[src/rtl/uart_pkg.sv]
// Shared definitions for the UART transmit path.
//   tx_fifo_state_t    : drain FSM state encoding used by uart_tx_fifo
//   UART_TX_FIFO_DEPTH : default transmit FIFO depth
//   UART_STAT_*        : status-register field positions read by the controller
package uart_pkg;

    typedef enum logic [1:0] {
        TX_IDLE      = 2'd0,
        TX_WAIT_BUSY = 2'd1,
        TX_WAIT_DONE = 2'd2
    } tx_fifo_state_t;

    localparam int UART_TX_FIFO_DEPTH = 16;

    localparam int UART_STAT_TX_LVL_LSB  = 0;
    localparam int UART_STAT_TX_LVL_W    = $clog2(UART_TX_FIFO_DEPTH) + 1;
    localparam int UART_STAT_TX_OVF_BIT  = 8;
    localparam int UART_STAT_TX_IDLE_BIT = 9;

endpackage

[src/rtl/uart_fifo_ram.sv]
// DEPTH x 8 register array for the transmit FIFO.
//   clk_i   : system clock
//   we_i    : write enable, writes wdata_i at waddr_i on the rising edge
//   waddr_i : write pointer
//   wdata_i : byte to store
//   raddr_i : read pointer
//   rdata_o : combinational read of the entry at raddr_i
// The array is deliberately not reset; the pointers decide what is valid.
module uart_fifo_ram #(
    parameter int DEPTH = 16,
    parameter int AW    = $clog2(DEPTH)
) (
    input  logic          clk_i,
    input  logic          we_i,
    input  logic [AW-1:0] waddr_i,
    input  logic [7:0]    wdata_i,
    input  logic [AW-1:0] raddr_i,
    output logic [7:0]    rdata_o
);

    logic [7:0] mem [DEPTH];

    always_ff @(posedge clk_i) begin
        if (we_i) begin
            mem[waddr_i] <= wdata_i;
        end
    end

    assign rdata_o = mem[raddr_i];

endmodule

[src/rtl/uart_tx_fifo.sv]
// Transmit buffer between the UART bus controller and the async transmitter.
// Bytes are pushed at bus speed, stored in a circular buffer and replayed to
// the transmitter one at a time with a start pulse / busy handshake.
//   clk_i, rst_ni          : clock, asynchronous active-low reset
//   push_i, push_data_i    : enqueue strobe and byte
//   full_o, empty_o        : decoded from the registered level
//   level_o                : entry count
//   ovf_o, ovf_clr_i       : sticky dropped-push flag and its clear
//   idle_o                 : FIFO empty and drain FSM idle
//   tx_start_o, tx_data_o  : one-cycle launch pulse and the launched byte
//   tx_busy_i              : transmitter busy
//
// state        | meaning
// TX_IDLE      | ready to launch; pops whenever the FIFO is not empty
// TX_WAIT_BUSY | byte launched, waiting for the transmitter to go busy
// TX_WAIT_DONE | transmitter busy with the byte, waiting for it to finish
module uart_tx_fifo
    import uart_pkg::*;
#(
    parameter int DEPTH        = UART_TX_FIFO_DEPTH,
    parameter int BUSY_TIMEOUT = 4
) (
    input  logic                   clk_i,
    input  logic                   rst_ni,
    input  logic                   push_i,
    input  logic [7:0]             push_data_i,
    output logic                   full_o,
    output logic                   empty_o,
    output logic [$clog2(DEPTH):0] level_o,
    output logic                   ovf_o,
    input  logic                   ovf_clr_i,
    output logic                   idle_o,
    output logic                   tx_start_o,
    output logic [7:0]             tx_data_o,
    input  logic                   tx_busy_i
);

    localparam int AW = $clog2(DEPTH);
    localparam int LW = AW + 1;
    localparam int TW = (BUSY_TIMEOUT > 2) ? $clog2(BUSY_TIMEOUT) : 1;
    // Down-counter: loaded on launch, abandons the byte at terminal count,
    // which gives exactly BUSY_TIMEOUT cycles in TX_WAIT_BUSY.
    localparam logic [TW-1:0] TMR_LOAD = TW'(BUSY_TIMEOUT - 1);

    tx_fifo_state_t state_q, state_d;
    logic [AW-1:0]  wr_ptr_q, wr_ptr_d;
    logic [AW-1:0]  rd_ptr_q, rd_ptr_d;
    logic [LW-1:0]  level_q, level_d;
    logic [TW-1:0]  tmr_q, tmr_d;
    logic           ovf_q, ovf_d;
    logic           idle_q, idle_d;
    logic           tx_start_q, tx_start_d;
    logic [7:0]     tx_data_q, tx_data_d;

    logic           full, empty, pop, push_acc, push_drop;
    logic [7:0]     rd_data;

    assign full      = (level_q == LW'(DEPTH));
    assign empty     = (level_q == '0);
    assign pop       = (state_q == TX_IDLE) && !empty;
    // A push into a full FIFO still fits when the head leaves the same cycle.
    assign push_acc  = push_i && (!full || pop);
    assign push_drop = push_i && full && !pop;

    uart_fifo_ram #(
        .DEPTH (DEPTH)
    ) u_ram (
        .clk_i   (clk_i),
        .we_i    (push_acc),
        .waddr_i (wr_ptr_q),
        .wdata_i (push_data_i),
        .raddr_i (rd_ptr_q),
        .rdata_o (rd_data)
    );

    always_comb begin
        state_d    = state_q;
        tmr_d      = tmr_q;
        tx_start_d = 1'b0;
        tx_data_d  = tx_data_q;
        rd_ptr_d   = rd_ptr_q;
        wr_ptr_d   = wr_ptr_q;
        level_d    = level_q;
        ovf_d      = ovf_q;

        unique case (state_q)
            TX_IDLE: begin
                if (pop) begin
                    tx_data_d  = rd_data;
                    rd_ptr_d   = rd_ptr_q + AW'(1);
                    tx_start_d = 1'b1;
                    tmr_d      = TMR_LOAD;
                    state_d    = TX_WAIT_BUSY;
                end
            end
            TX_WAIT_BUSY: begin
                if (tx_busy_i) begin
                    state_d = TX_WAIT_DONE;
                end else if (tmr_q == '0) begin
                    state_d = TX_IDLE;
                end else begin
                    tmr_d = tmr_q - TW'(1);
                end
            end
            TX_WAIT_DONE: begin
                if (!tx_busy_i) begin
                    state_d = TX_IDLE;
                end
            end
            default: state_d = TX_IDLE;
        endcase

        if (push_acc) begin
            wr_ptr_d = wr_ptr_q + AW'(1);
        end

        case ({push_acc, pop})
            2'b10:   level_d = level_q + LW'(1);
            2'b01:   level_d = level_q - LW'(1);
            default: level_d = level_q;
        endcase

        // A drop in the same cycle as a clear leaves the flag set.
        if (push_drop) begin
            ovf_d = 1'b1;
        end else if (ovf_clr_i) begin
            ovf_d = 1'b0;
        end

        idle_d = (level_d == '0) && (state_d == TX_IDLE);
    end

    always_ff @(posedge clk_i or negedge rst_ni) begin
        if (!rst_ni) begin
            state_q    <= TX_IDLE;
            wr_ptr_q   <= '0;
            rd_ptr_q   <= '0;
            level_q    <= '0;
            tmr_q      <= '0;
            ovf_q      <= 1'b0;
            idle_q     <= 1'b1;
            tx_start_q <= 1'b0;
            tx_data_q  <= '0;
        end else begin
            state_q    <= state_d;
            wr_ptr_q   <= wr_ptr_d;
            rd_ptr_q   <= rd_ptr_d;
            level_q    <= level_d;
            tmr_q      <= tmr_d;
            ovf_q      <= ovf_d;
            idle_q     <= idle_d;
            tx_start_q <= tx_start_d;
            tx_data_q  <= tx_data_d;
        end
    end

    assign full_o     = full;
    assign empty_o    = empty;
    assign level_o    = level_q;
    assign ovf_o      = ovf_q;
    assign idle_o     = idle_q;
    assign tx_start_o = tx_start_q;
    assign tx_data_o  = tx_data_q;

endmodule

[config.mk]
export PLATFORM = sky130hd
export DESIGN_NAME = uart_tx_fifo
export DESIGN_NICKNAME = d
export VERILOG_FILES = /design/src/rtl/uart_pkg.sv /design/src/rtl/uart_fifo_ram.sv /design/src/rtl/uart_tx_fifo.sv
export SDC_FILE = /design/constraint.sdc
export NUM_CORES = 1
export LEC_CHECK = 0
export ABC_AREA = 1
export CORE_MARGIN = 5
export CORE_UTILIZATION = 55
export CTS_CLUSTER_DIAMETER = 40
export DETAILED_ROUTE_END_ITERATION = 7
export GPL_ROUTABILITY_DRIVEN = 0
export PLACE_DENSITY = 0.74
export SYNTH_ARGS = -nofsm -noshare
export SYNTH_HDL_FRONTEND = slang
export SYNTH_SLANG_ARGS = --single-unit
[constraint.sdc]
create_clock -name clk_i -period 5.6 [get_ports clk_i]
set_input_delay 1.68 -clock clk_i [delete_from_list [all_inputs] [get_ports clk_i]]
set_output_delay 1.68 -clock clk_i [all_outputs]
set_load 0.02 [all_outputs]
==> run metrics, run 1 <==
Post-CTS Hold Fix Bufs 0; startpoint of the most critical hold path tx_data_o[6]$_DFFE_PN0P_; root buf cell sky130_fd_sc_hd__clkbuf_16; number of setup buffers added after CTS 0; maximum number of pins on one net before global-route repair 68; end point of the most critical hold path tx_data_o[6]$_DFFE_PN0P_; Diodes inserted 0; warning count from the yosys run 0; Register Area 0.004547 sq mm; top cells by instance count after synthesis 128 x sky130_fd_sc_hd__edfxtp_1, 115 x sky130_fd_sc_hd__nor2_1, 64 x sky130_fd_sc_hd__nand2_1; core region area 0.01191 sq mm; ratio of final minimum period to clock period 64.81%; Static Leak 2.749 nW; Final Hold Vio Count 0; share of synthesized registers carrying an async set or reset 17.95%; number of buffers added on ports 30; count of cell types in the netlist 31; Syn Inst Count 559; Hold Path Stages 2; fill count 894; most frequent cell on the critical path sky130_fd_sc_hd__nand2_1; DIE AREA 0.01437 sq mm; layout cell share with drive strength beyond 1 8.543%; number of buffers inserted during clock tree synthesis 17; total area of multi-input combinational cells 0.001807 sq mm; Worst Path Max Fanout 6; post-layout instance count excluding filler cells 744; number of levels the H-tree was split into 4; Initial Util 55.75%; post-synth top area share 57.89%; number of synthesized flops with an enable pin 128; setup violators final 0; cells along the critical path clkdlybuf4s50_1 -> inv_1 -> nand3_1 -> inv_1 -> fa_1 -> nand2_1 -> inv_1 -> o21ai_0 -> nand3_1 -> nand2_1 -> nand2_1 -> nand2_1 -> nand2_1 -> nor2_2; Worst-Margin Slew 1086 ps; number of design rule violations left after detail routing 0; CTS tree done; CP delay by family, top buffers and inverters; element type at the critical path end flop; share of the yosys chip area belonging to registers 68.46%; worst path required time 5950 ps; clock sink count 156; IO Count 31; post-route worst setup slack 1971 ps; GRT Residual Overflow 0; number of resized instances in the post-cts repair step 0; crit start category primary input; reg-to-reg endpoint tx_data_o[7]$_DFFE_PN0P_; summed negative setup slack over all endpoints 0 ps; number of core rows 40; Net Count, Synth 582; RSZ-0062 raised after global routing false; outcome finished, final reports clean; Max Transition Viols Final 0; Routed Wire Length 14,080 um; Worst Path Class, Setup in -> reg; Area Overhead vs Synth 14.00%; clock transition at the register clock pins on the worst setup and hold paths after CTS 60 ps; largest area contributor in the synthesized netlist sky130_fd_sc_hd__edfxtp_1; number of register bits inferred by synthesis 156; Die W 119.9 um; Pwr Density 561.1 mW/mm^2; combined area of all synthesized cells 0.006640 sq mm; Starting DRT DRC Count 431; Max Cap Viol 0; primary flip-flop cell chosen by synthesis mapping sky130_fd_sc_hd__edfxtp_1; Detail Route Antenna Nets 0; beginning of the worst register-to-register path rd_ptr_q[2]$_DFFE_PN0P_; routed length on met3 739 um; Max rail drop VDD 328.8 uV; antenna violations before repair 0; setup slack on the worst flop-to-flop path 3100 ps; worst-case setup slack after placement 1530 ps; largest stage delay on the critical path 540 ps; class of the most critical hold timing path reg -> reg; top cells by area in the synthesized netlist sky130_fd_sc_hd__edfxtp_1 58%, sky130_fd_sc_hd__dfrtp_1 10%, sky130_fd_sc_hd__nor2_1 6.5%, sky130_fd_sc_hd__o21ai_0 3.8%, sky130_fd_sc_hd__nand2_1 3.6%; Avg Synthesized Cell Area 11.88 sq um; via density per instance 5.733; global routing usage summed across all routing layers 20.71%; critical path data arrival time 3980 ps; Slew Limit Headroom 27.47%; number of nets in the final layout 607; Max Freq 0.2755 GHz; Worst Clk Skew 9.420 ps; buffering stage count on the worst path with inverters included 4; Clk Latency, worst-skew pair 420 ps; CP max stage cell sky130_fd_sc_hd__clkdlybuf4s50_1; cells on worst reg2reg path 6; Bufs on Longest Clock Path 2; global-route wire length before repair 22,520 um; leading cell type by number of instances after synthesis sky130_fd_sc_hd__edfxtp_1; post-layout minimum cycle time 3629 ps; placed cells 712; estimated wirelength of the detail-placed design 8713 um; Post-Route M1 WL 5820 um; number of global-route vias before repair 4,232; total vias in the final route 4,265; metal2 WL 7240 um; number of optimization iterations in the first detailed-route pass 5; highest routed metal layer met4; die height 119.9 um; mean routed wirelength per cell 18.92 um
-- registers in the layout (all words and copies together), names as in the netlist --
register / flops
u_ram.mem: 128
idle_o: 1
tx_data_o: 8
rd_ptr_q: 4
state_q: 2
wr_ptr_q: 4
ovf_o: 1
level_o: 5
tmr_q: 2
tx_start_o: 1
-- area by class of cell --
cell class | count | share of cell area [%]
Inverter | 30 | 1.488
Clock buffer | 18 | 5.669
Timing Repair Buffer | 33 | 4.264
Multi-Input combinational cell | 346 | 23.87
Sequential cell | 156 | 60.07
Clock inverter | 14 | 2.215
Tap cell | 147 | 2.430
-- cells by family (layout without fill, tap and decap cells) --
group	count (synthesis)	after routing	synth area share, %
XOR/XNOR	7	7	0.9233
AND/OR/NAND/NOR	223	223	14.64
AO/OA/AOI/OAI	106	106	9.648
buffers and inverters	57	95	4.334
flip-flops	156	156	68.46
adder cells (fa/ha/maj)	10	10	1.997
-- through the flow --
step	hold slack, ps	power (W)	util [%]	cell area, sq um
floorplan	501.3	0.002688	-	6640
global placement	467.7	0.003049	58.54	6973
detailed placement	470.3	0.003106	58.54	6973
CTS	486.4	0.004262	63.55	7570
global route	509.2	0.004514	63.55	7570
finish	482.0	0.004247	63.55	7570
-- report_power, final --
part	internal (W)	switching, W
clock network	0.000702	0.000456
logic	0.000491	0.000997
registers	0.00146	0.000146
total	0.00265	0.00160
-- placed cells by master, fill, tap and decap left out, types with 3 or more instances in the layout --
cell                              Yosys  final
sky130_fd_sc_hd__buf_4                4      3
sky130_fd_sc_hd__bufinv_16            0      3
sky130_fd_sc_hd__clkbuf_16            0     17
sky130_fd_sc_hd__clkdlybuf4s50_1      0     30
sky130_fd_sc_hd__clkinv_1             2      3
sky130_fd_sc_hd__clkinv_2             0      3
sky130_fd_sc_hd__dfrtp_1             27     26
sky130_fd_sc_hd__edfxtp_1           128    128
sky130_fd_sc_hd__ha_1                 9      9
sky130_fd_sc_hd__inv_1               23     23
sky130_fd_sc_hd__inv_2                5      5
sky130_fd_sc_hd__inv_6                0      3
sky130_fd_sc_hd__nand2_1             64     64
sky130_fd_sc_hd__nand3_1             30     30
sky130_fd_sc_hd__nor2_1             115    115
sky130_fd_sc_hd__nor2_4               5      5
sky130_fd_sc_hd__o211ai_1            32     32
sky130_fd_sc_hd__o21ai_0             50     50
sky130_fd_sc_hd__o21ai_1             19     19
sky130_fd_sc_hd__xor2_1               7      7
-- per-layer routing --
| layer | vias to the layer above | track usage (%) |
|---|---|---|
| met5 | - | 0 |
| met1 | 2081 | 27.07 |
| met2 | 150 | 34.32 |
| met4 | 0 | 7.087 |
| li1 | 2014 | - |
| met3 | 20 | 4.854 |
-- worst max path at each step --
stage | startpoint | end | slack (ps) | cells past startpoint
global placement | push_i | idle_o$_DFF_PN1_ | 1650 | 15
floorplan | push_i | idle_o$_DFF_PN1_ | 2380 | 13
finish | push_i | idle_o$_DFF_PN1_ | 1970 | 14
detailed placement | push_i | idle_o$_DFF_PN1_ | 1530 | 14
global route | push_i | idle_o$_DFF_PN1_ | 1670 | 14
CTS | level_o[1]$_DFF_PN0_ | full_o | 1960 | 4
-- tightest hold or removal path: cells and delay by family, from the launching register on --
kind	cells	cell delay (ps)
flops	1	340
simple gates	2	110
Note: power is estimated with default switching activity, not from simulation.
==> run 2, diff against run 1 <==
- CORE_UTILIZATION: 55 -> 54
- PLACE_DENSITY: 0.74 -> 0.75
- clock period: 5.6 -> 3.1 ns (I/O delays scaled with it)
==> run 2 against run 1 <==
First-iteration DRC count shrank 11%. Hold slack hardly changed. Clock skew down 3.4 ps. Clock power up 48%. Sequential share of layout area decreased by 0.57 points. Cell count grew 3.0%. Critical endpoint is now full_o. Setup slack got worse by 1800 ps.
==> run metrics, run 2 (synthesis gave the netlist of run 1 again) <==
global routing usage summed across all routing layers 20.06% (was 20.71%); cells along the critical path nor2_4 -> nand2_1 -> nor2_4 -> clkdlybuf4s50_1 (was clkdlybuf4s50_1 -> inv_1 -> nand3_1 -> inv_1 -> fa_1 -> nand2_1 -> inv_1 -> o21ai_0 -> nand3_1 -> nand2_1 -> nand2_1 -> nand2_1 -> nand2_1 -> nor2_2); largest stage delay on the critical path 630 ps (was 540 ps); antenna violations before repair 0 (unchanged); ratio of final minimum period to clock period 94.09%; Diodes inserted 0 (unchanged); cells on worst reg2reg path 14 (was 6); CP delay by family, top buffers and inverters (unchanged); number of nets in the final layout 629 (was 607); clock sink count 156 (unchanged); setup slack on the worst flop-to-flop path 770 ps (was 3100 ps); number of global-route vias before repair 4,254 (was 4,232); total vias in the final route 4,321 (was 4,265); element type at the critical path end output port (was flop); Initial Util 55.28% (was 55.75%); estimated wirelength of the detail-placed design 8735 um (was 8713 um); Max Cap Viol 0 (unchanged); Final Hold Vio Count 0 (unchanged); Max rail drop VDD 565.0 uV (was 328.8 uV); worst hold slack across all endpoints 482.4 ps (was 482.0 ps); placed cells 734 (was 712); Pwr Density 963.6 mW/mm^2 (was 561.1 mW/mm^2); Bufs on Longest Clock Path 2 (unchanged); flip-flop count of the largest register after layout 128 (unchanged); Worst-Margin Slew 665.7 ps (was 1086 ps); RSZ-0062 raised after global routing false (unchanged); post-layout minimum cycle time 2917 ps; beginning of the worst register-to-register path level_o[0]$_DFF_PN0_ (was rd_ptr_q[2]$_DFFE_PN0P_); number of buffers inserted during clock tree synthesis 17 (unchanged); CP max stage cell sky130_fd_sc_hd__clkdlybuf4s50_1 (unchanged); number of buffers added on ports 30 (unchanged); IO Count 31 (unchanged); Worst Clk Skew 6.018 ps (was 9.420 ps); Static Leak 2.824 nW (was 2.749 nW); class of the most critical hold timing path reg -> reg (unchanged); number of levels the H-tree was split into 4 (unchanged); maximum number of pins on one net before global-route repair 68 (unchanged); buffering stage count on the worst path with inverters included 1 (was 4); crit start category flop (was primary input); number of optimization iterations in the first detailed-route pass 5 (unchanged); top library cells by usage in the layout, fill and taps aside 128 x sky130_fd_sc_hd__edfxtp_1, 115 x sky130_fd_sc_hd__nor2_1, 64 x sky130_fd_sc_hd__nand2_1 (unchanged); Worst Path Max Fanout 6 (unchanged); global-route wire length before repair 21,940 um (was 22,520 um); Max Freq 0.3428 GHz; most common library cell in the layout ignoring fill and taps sky130_fd_sc_hd__edfxtp_1 (unchanged); worst path required time 2170 ps (was 5950 ps); setup violators final 0 (unchanged); Slew Limit Headroom 55.62% (was 27.47%); Worst Path Class, Setup reg -> out (was in -> reg); Max Transition Viols Final 0 (unchanged); Post-CTS Hold Fix Bufs 0 (unchanged); GRT Residual Overflow 0 (unchanged); startpoint of the most critical hold path tx_data_o[6]$_DFFE_PN0P_ (unchanged); DIE AREA 0.01461 sq mm (was 0.01437 sq mm); Hold Path Stages 2 (unchanged); summed negative setup slack over all endpoints 0 ps (unchanged); Top reg by flops u_ram.mem (unchanged); end point of the most critical hold path tx_data_o[6]$_DFFE_PN0P_ (unchanged); Clk Latency, worst-skew pair 420 ps (about the same); Die W 120.9 um (was 119.9 um); via density per instance 5.641 (was 5.733); Area Overhead vs Synth 15.09% (was 14.00%); reg-to-reg endpoint idle_o$_DFF_PN1_ (was tx_data_o[7]$_DFFE_PN0P_); clock transition at the register clock pins on the worst setup and hold paths after CTS 60 ps (about the same); CTS tree done (unchanged); final core utilization 63.63% (was 63.55%); die height 120.9 um (was 119.9 um); post-layout instance count excluding filler cells 766 (was 744); core region area 0.01201 sq mm (was 0.01191 sq mm); number of resized instances in the post-cts repair step 0 (unchanged); most frequent cell on the critical path sky130_fd_sc_hd__nor2_4 (was sky130_fd_sc_hd__nand2_1); mean routed wirelength per cell 18.03 um (was 18.92 um); Routed Wire Length 13,810 um (was 14,080 um); Starting DRT DRC Count 385 (was 431); layout cell share with drive strength beyond 1 10.66% (was 8.543%); number of design rule violations left after detail routing 0 (unchanged); outcome finished, final reports clean (unchanged); critical path data arrival time 1990 ps (was 3980 ps); number of core rows 40 (unchanged); Detail Route Antenna Nets 0 (unchanged); number of setup buffers added after CTS 0 (unchanged); root buf cell sky130_fd_sc_hd__clkbuf_16 (unchanged)
run 2: worst max path at each step:
| stage | startpoint | end | cells after the start |
|---|---|---|---|
| 6_report | level_o[0]$_DFF_PN0_ | full_o | 4 |
| 5_1_grt | level_o[1]$_DFF_PN0_ | full_o | 4 |
| 2_1_floorplan | push_i | idle_o$_DFF_PN1_ | 13 |
| 4_1_cts | level_o[0]$_DFF_PN0_ | full_o | 4 |
| 3_5_place_dp | push_i | idle_o$_DFF_PN1_ | 14 |
| 3_3_place_gp | push_i | idle_o$_DFF_PN1_ | 15 |
run 2: final cells by class:
type                       count  area (sq um)
clock buffer                  19         432.9
clock inverter                13         58.81
fill                         929          4369
inverter                      30         112.6
multi-input combinational    346          1807
sequential                   156          4547
tap                          147         183.9
timing repair buffer          55         500.5
run 2: tightest hold or removal path, delay by kind of cell (launching register included):
family           cells  cell delay, ps
flip-flops           1             340
AND/OR/NAND/NOR      2             110
run 2: power breakdown:
| group | total [W] | internal, W | switching, W |
|---|---|---|---|
| Sequential | 0.00284 | 0.00263 | 0.000208 |
| Combinational | 0.00281 | 0.000963 | 0.00184 |
| Clock | 0.00172 | 0.000991 | 0.000732 |
run 2: stage by stage:
stage / instance area (sq um) / setup slack (ps) / power [W]
6_report: 7642 / 183.2 / 0.007364
5_1_grt: 7642 / 96.20 / 0.007864
4_1_cts: 7642 / 145.2 / 0.007423
3_5_place_dp: 7151 / 156.0 / 0.005685
3_3_place_gp: 7151 / 206.1 / 0.005586
2_1_floorplan: 6640 / 634.4 / 0.004855
run 2: layer usage:
layer	part of all wire, %	up-vias	wire, um	track usage (%)
li1	-	2058	-	-
met1	41	2116	5689	25.08
met2	52	123	7164	33.80
met3	4.6	24	641	4.149
met4	2.3	0	316	8.853
met5	0	-	0	0
==> variant, RTL diff (flow settings as in run 2) <==
Set the package constant `UART_TX_FIFO_DEPTH` to 32 (it was 16).
--- a/src/rtl/uart_pkg.sv
+++ b/src/rtl/uart_pkg.sv
@@ -12,3 +12,3 @@
 
-    localparam int UART_TX_FIFO_DEPTH = 16;
+    localparam int UART_TX_FIFO_DEPTH = 32;
 
Interface: changed (resized level_o); port bits go from 31 to 32. The function was not compared with the original's and may differ.
==> variant against run 2 <==
  * Register-to-register slack worse by 0.03 ns
  * Final cell count increased by 80%
  * Setup slack worse by 0.11 ns
  * Power rose by 87%
  * Synthesized area grew 83%
  * Sequential cell count increased by 131
  * Hold slack worse by 0.0063 ns
  * Wire length grew 100%
  * Critical endpoint unchanged
  * Design area rose by 84%
  * Highest routed layer unchanged
==> variant: results (changes against run 2) <==
** Power
- Maximum VDD drop :: 809 uV (+43%)
- The share of total power consumed by net switching came to 36.6% (-1.2 points).
- The static leakage was 5.12 nW (+81%).

** Finish
- The number of flip-flops in the largest register was 256 (+100%).
- The proportion of layout cells with a drive suffix above 1 was 13.9% (+3.2 points).
- The number of nets in the finished design was 1095 (+74%).

** Global routing
- Via count of the first global-routing pass :: 7916 (+86%)
- GR Layer Usage met1 :: 29.8% (+4.7 points)
- The global-route usage over all layers is 21.6% (+1.6 points).
- The met2 track demand over resource came to 36.1% (+2.3 points).
- First-pass GRT wire length :: 43.6 mm (+99%)
- The pin count of the biggest net entering global routing is 82 (+21%).
- Met3 usage in global routing :: 3.35% (-0.80 points)

** Worst setup path
- Number of cells on the worst reg-to-reg path :: 14 (unchanged)
- The largest fanout on the critical path was 6 (unchanged).
- The worst path arrival time came to 2.10 ns (+0.11 ns).

** CTS
- The worst-case clock buffer depth is 3 (+1).
- Inserted Clock Buffers :: 35 (+18)
- H-tree depth reported by CTS :: 2 (-2)
- Post-cts sizing count :: 0 (unchanged)
- Master cell of the clock root buffer :: sky130_fd_sc_hd__clkbuf_16
- Worst-Skew Late Latency :: 0.51 ns (+0.09 ns)
- Post-CTS setup buffers :: 0 (unchanged)
- The clock slew seen by the registers of the worst setup and hold paths was 0.06 ns (about the same).

** Placement
- Port Buffer Count :: 31 (+3.3%)
- Estimated wirelength of the detail-placed design :: 16.3 mm (+87%)
- Number of instances in the placed design :: 1314 (+79%)
- Area after DPL :: 0.0129 mm^2 (+80%)

** Routing
- Detailed-route via count :: 8023 (+86%)
- DR pass1 iterations :: 5 (unchanged)
- First DRT Iteration DRCs :: 1027 (+170%)
- Post-DR vias/cell :: 5.83 (+3.4%)
- The final routed wire length divided by cell count was 20.3 um (+13%).

** Timing
- The transition time of the tightest slew-check pin was 0.834 ns (+0.168 ns).
- The final worst clock skew was 0.0139 ns (+0.00790 ns).

** Logic synthesis
- Multiplexer fraction of the synthesized cell area :: 0% (unchanged)
- The adder and majority cell fraction of the synthesized area is 1.20% (-0.80 points).
- By count the netlist is led by 256 x sky130_fd_sc_hd__edfxtp_1, 212 x sky130_fd_sc_hd__nor2_1, 111 x sky130_fd_sc_hd__o21ai_0.
- The synthesized-area fraction occupied by xor and xnor cells is 0.721% (-0.20 points).
- Fraction of registers with async set or reset after synthesis :: 10.8% (-7.1 points)
- Complex-gate fraction of the synthesized area :: 9.52% (-0.13 points)
- The number of library cell types mapped by synthesis was 35 (+13%).
- Ranking of synthesized cells by area :: sky130_fd_sc_hd__edfxtp_1 63%, sky130_fd_sc_hd__nor2_1 6.6%, sky130_fd_sc_hd__dfrtp_1 6.2%
- Sequential element share of the synthesized area :: 69.7% (+1.2 points)
- Number of synthesized flops with an enable pin :: 256 (+100%)
- The post-synthesis cell count is 1002 (+79%).

** Min path
- In this run the worst hold path is classified as reg -> reg.

** Outcome
- Result of the run :: complete, no violations
## variant: path summary, 6_finish.rpt
path / from / to / slack, ns
max in group asynchronous: rst_ni / rd_ptr_q[0] / 1.91
min: tx_data_o[4] / tx_data_o[4] / 0.48
min in group asynchronous: rst_ni / level_o[5] / 0.84
max: level_o[0] / full_o / 0.07
max reg2reg: level_o[0] / idle_o / 0.74
min reg2reg: tx_data_o[4] / tx_data_o[4] / 0.48
## variant: final cells by class
cell class | instances | area [um^2]
multi-input combinational | 602 | 3100
fill | 1607 | 7880
clock inverter | 23 | 260
inverter | 57 | 214
timing repair buffer | 88 | 751
clock buffer | 39 | 933
sequential | 287 | 8470
tap | 280 | 350
## variant: power by group through the flow
stage | Clock (mW) | Combinational [mW] | Sequential [mW]
2_1_floorplan | 0 | 3.25 | 5.00
3_3_place_gp | 0 | 4.52 | 4.94
3_5_place_dp | 0 | 4.65 | 4.95
4_1_cts | 4.20 | 4.69 | 4.89
5_1_grt | 4.37 | 5.16 | 4.93
6_report | 4.15 | 4.72 | 4.89
## variant: per-stage QoR
stage / setup slack [ns] / hold slack [ns]
detailed placement: 0.0753 / 0.465
global route: 0.0145 / 0.491
finish: 0.0695 / 0.476
CTS: 0.0652 / 0.484
floorplan: 0.752 / 0.516
global placement: 0.182 / 0.466
## variant: worst max-delay path: stages (launching register included)
cell	delay [ns]
sky130_fd_sc_hd__dfrtp_1	0.47
sky130_fd_sc_hd__nor2_2	0.22
sky130_fd_sc_hd__nand2_1	0.09
sky130_fd_sc_hd__nor2_1	0.18
sky130_fd_sc_hd__clkdlybuf4s50_1	0.64
## variant: metal layers
metal | part of all wire [%] | wire (um)
met4 | 2.1 | 595
met3 | 8.0 | 2240
met1 | 40 | 11200
met5 | 0 | 0
met2 | 50 | 13900
## variant: cells by family (layout without fill, tap and decap cells)
logic type	Yosys count	after routing
AND/OR/NAND/NOR	403	403
flip-flops	287	287
AO/OA/AOI/OAI	178	178
buffers and inverters	113	207
adder cells (fa/ha/maj)	11	11
XOR/XNOR	10	10
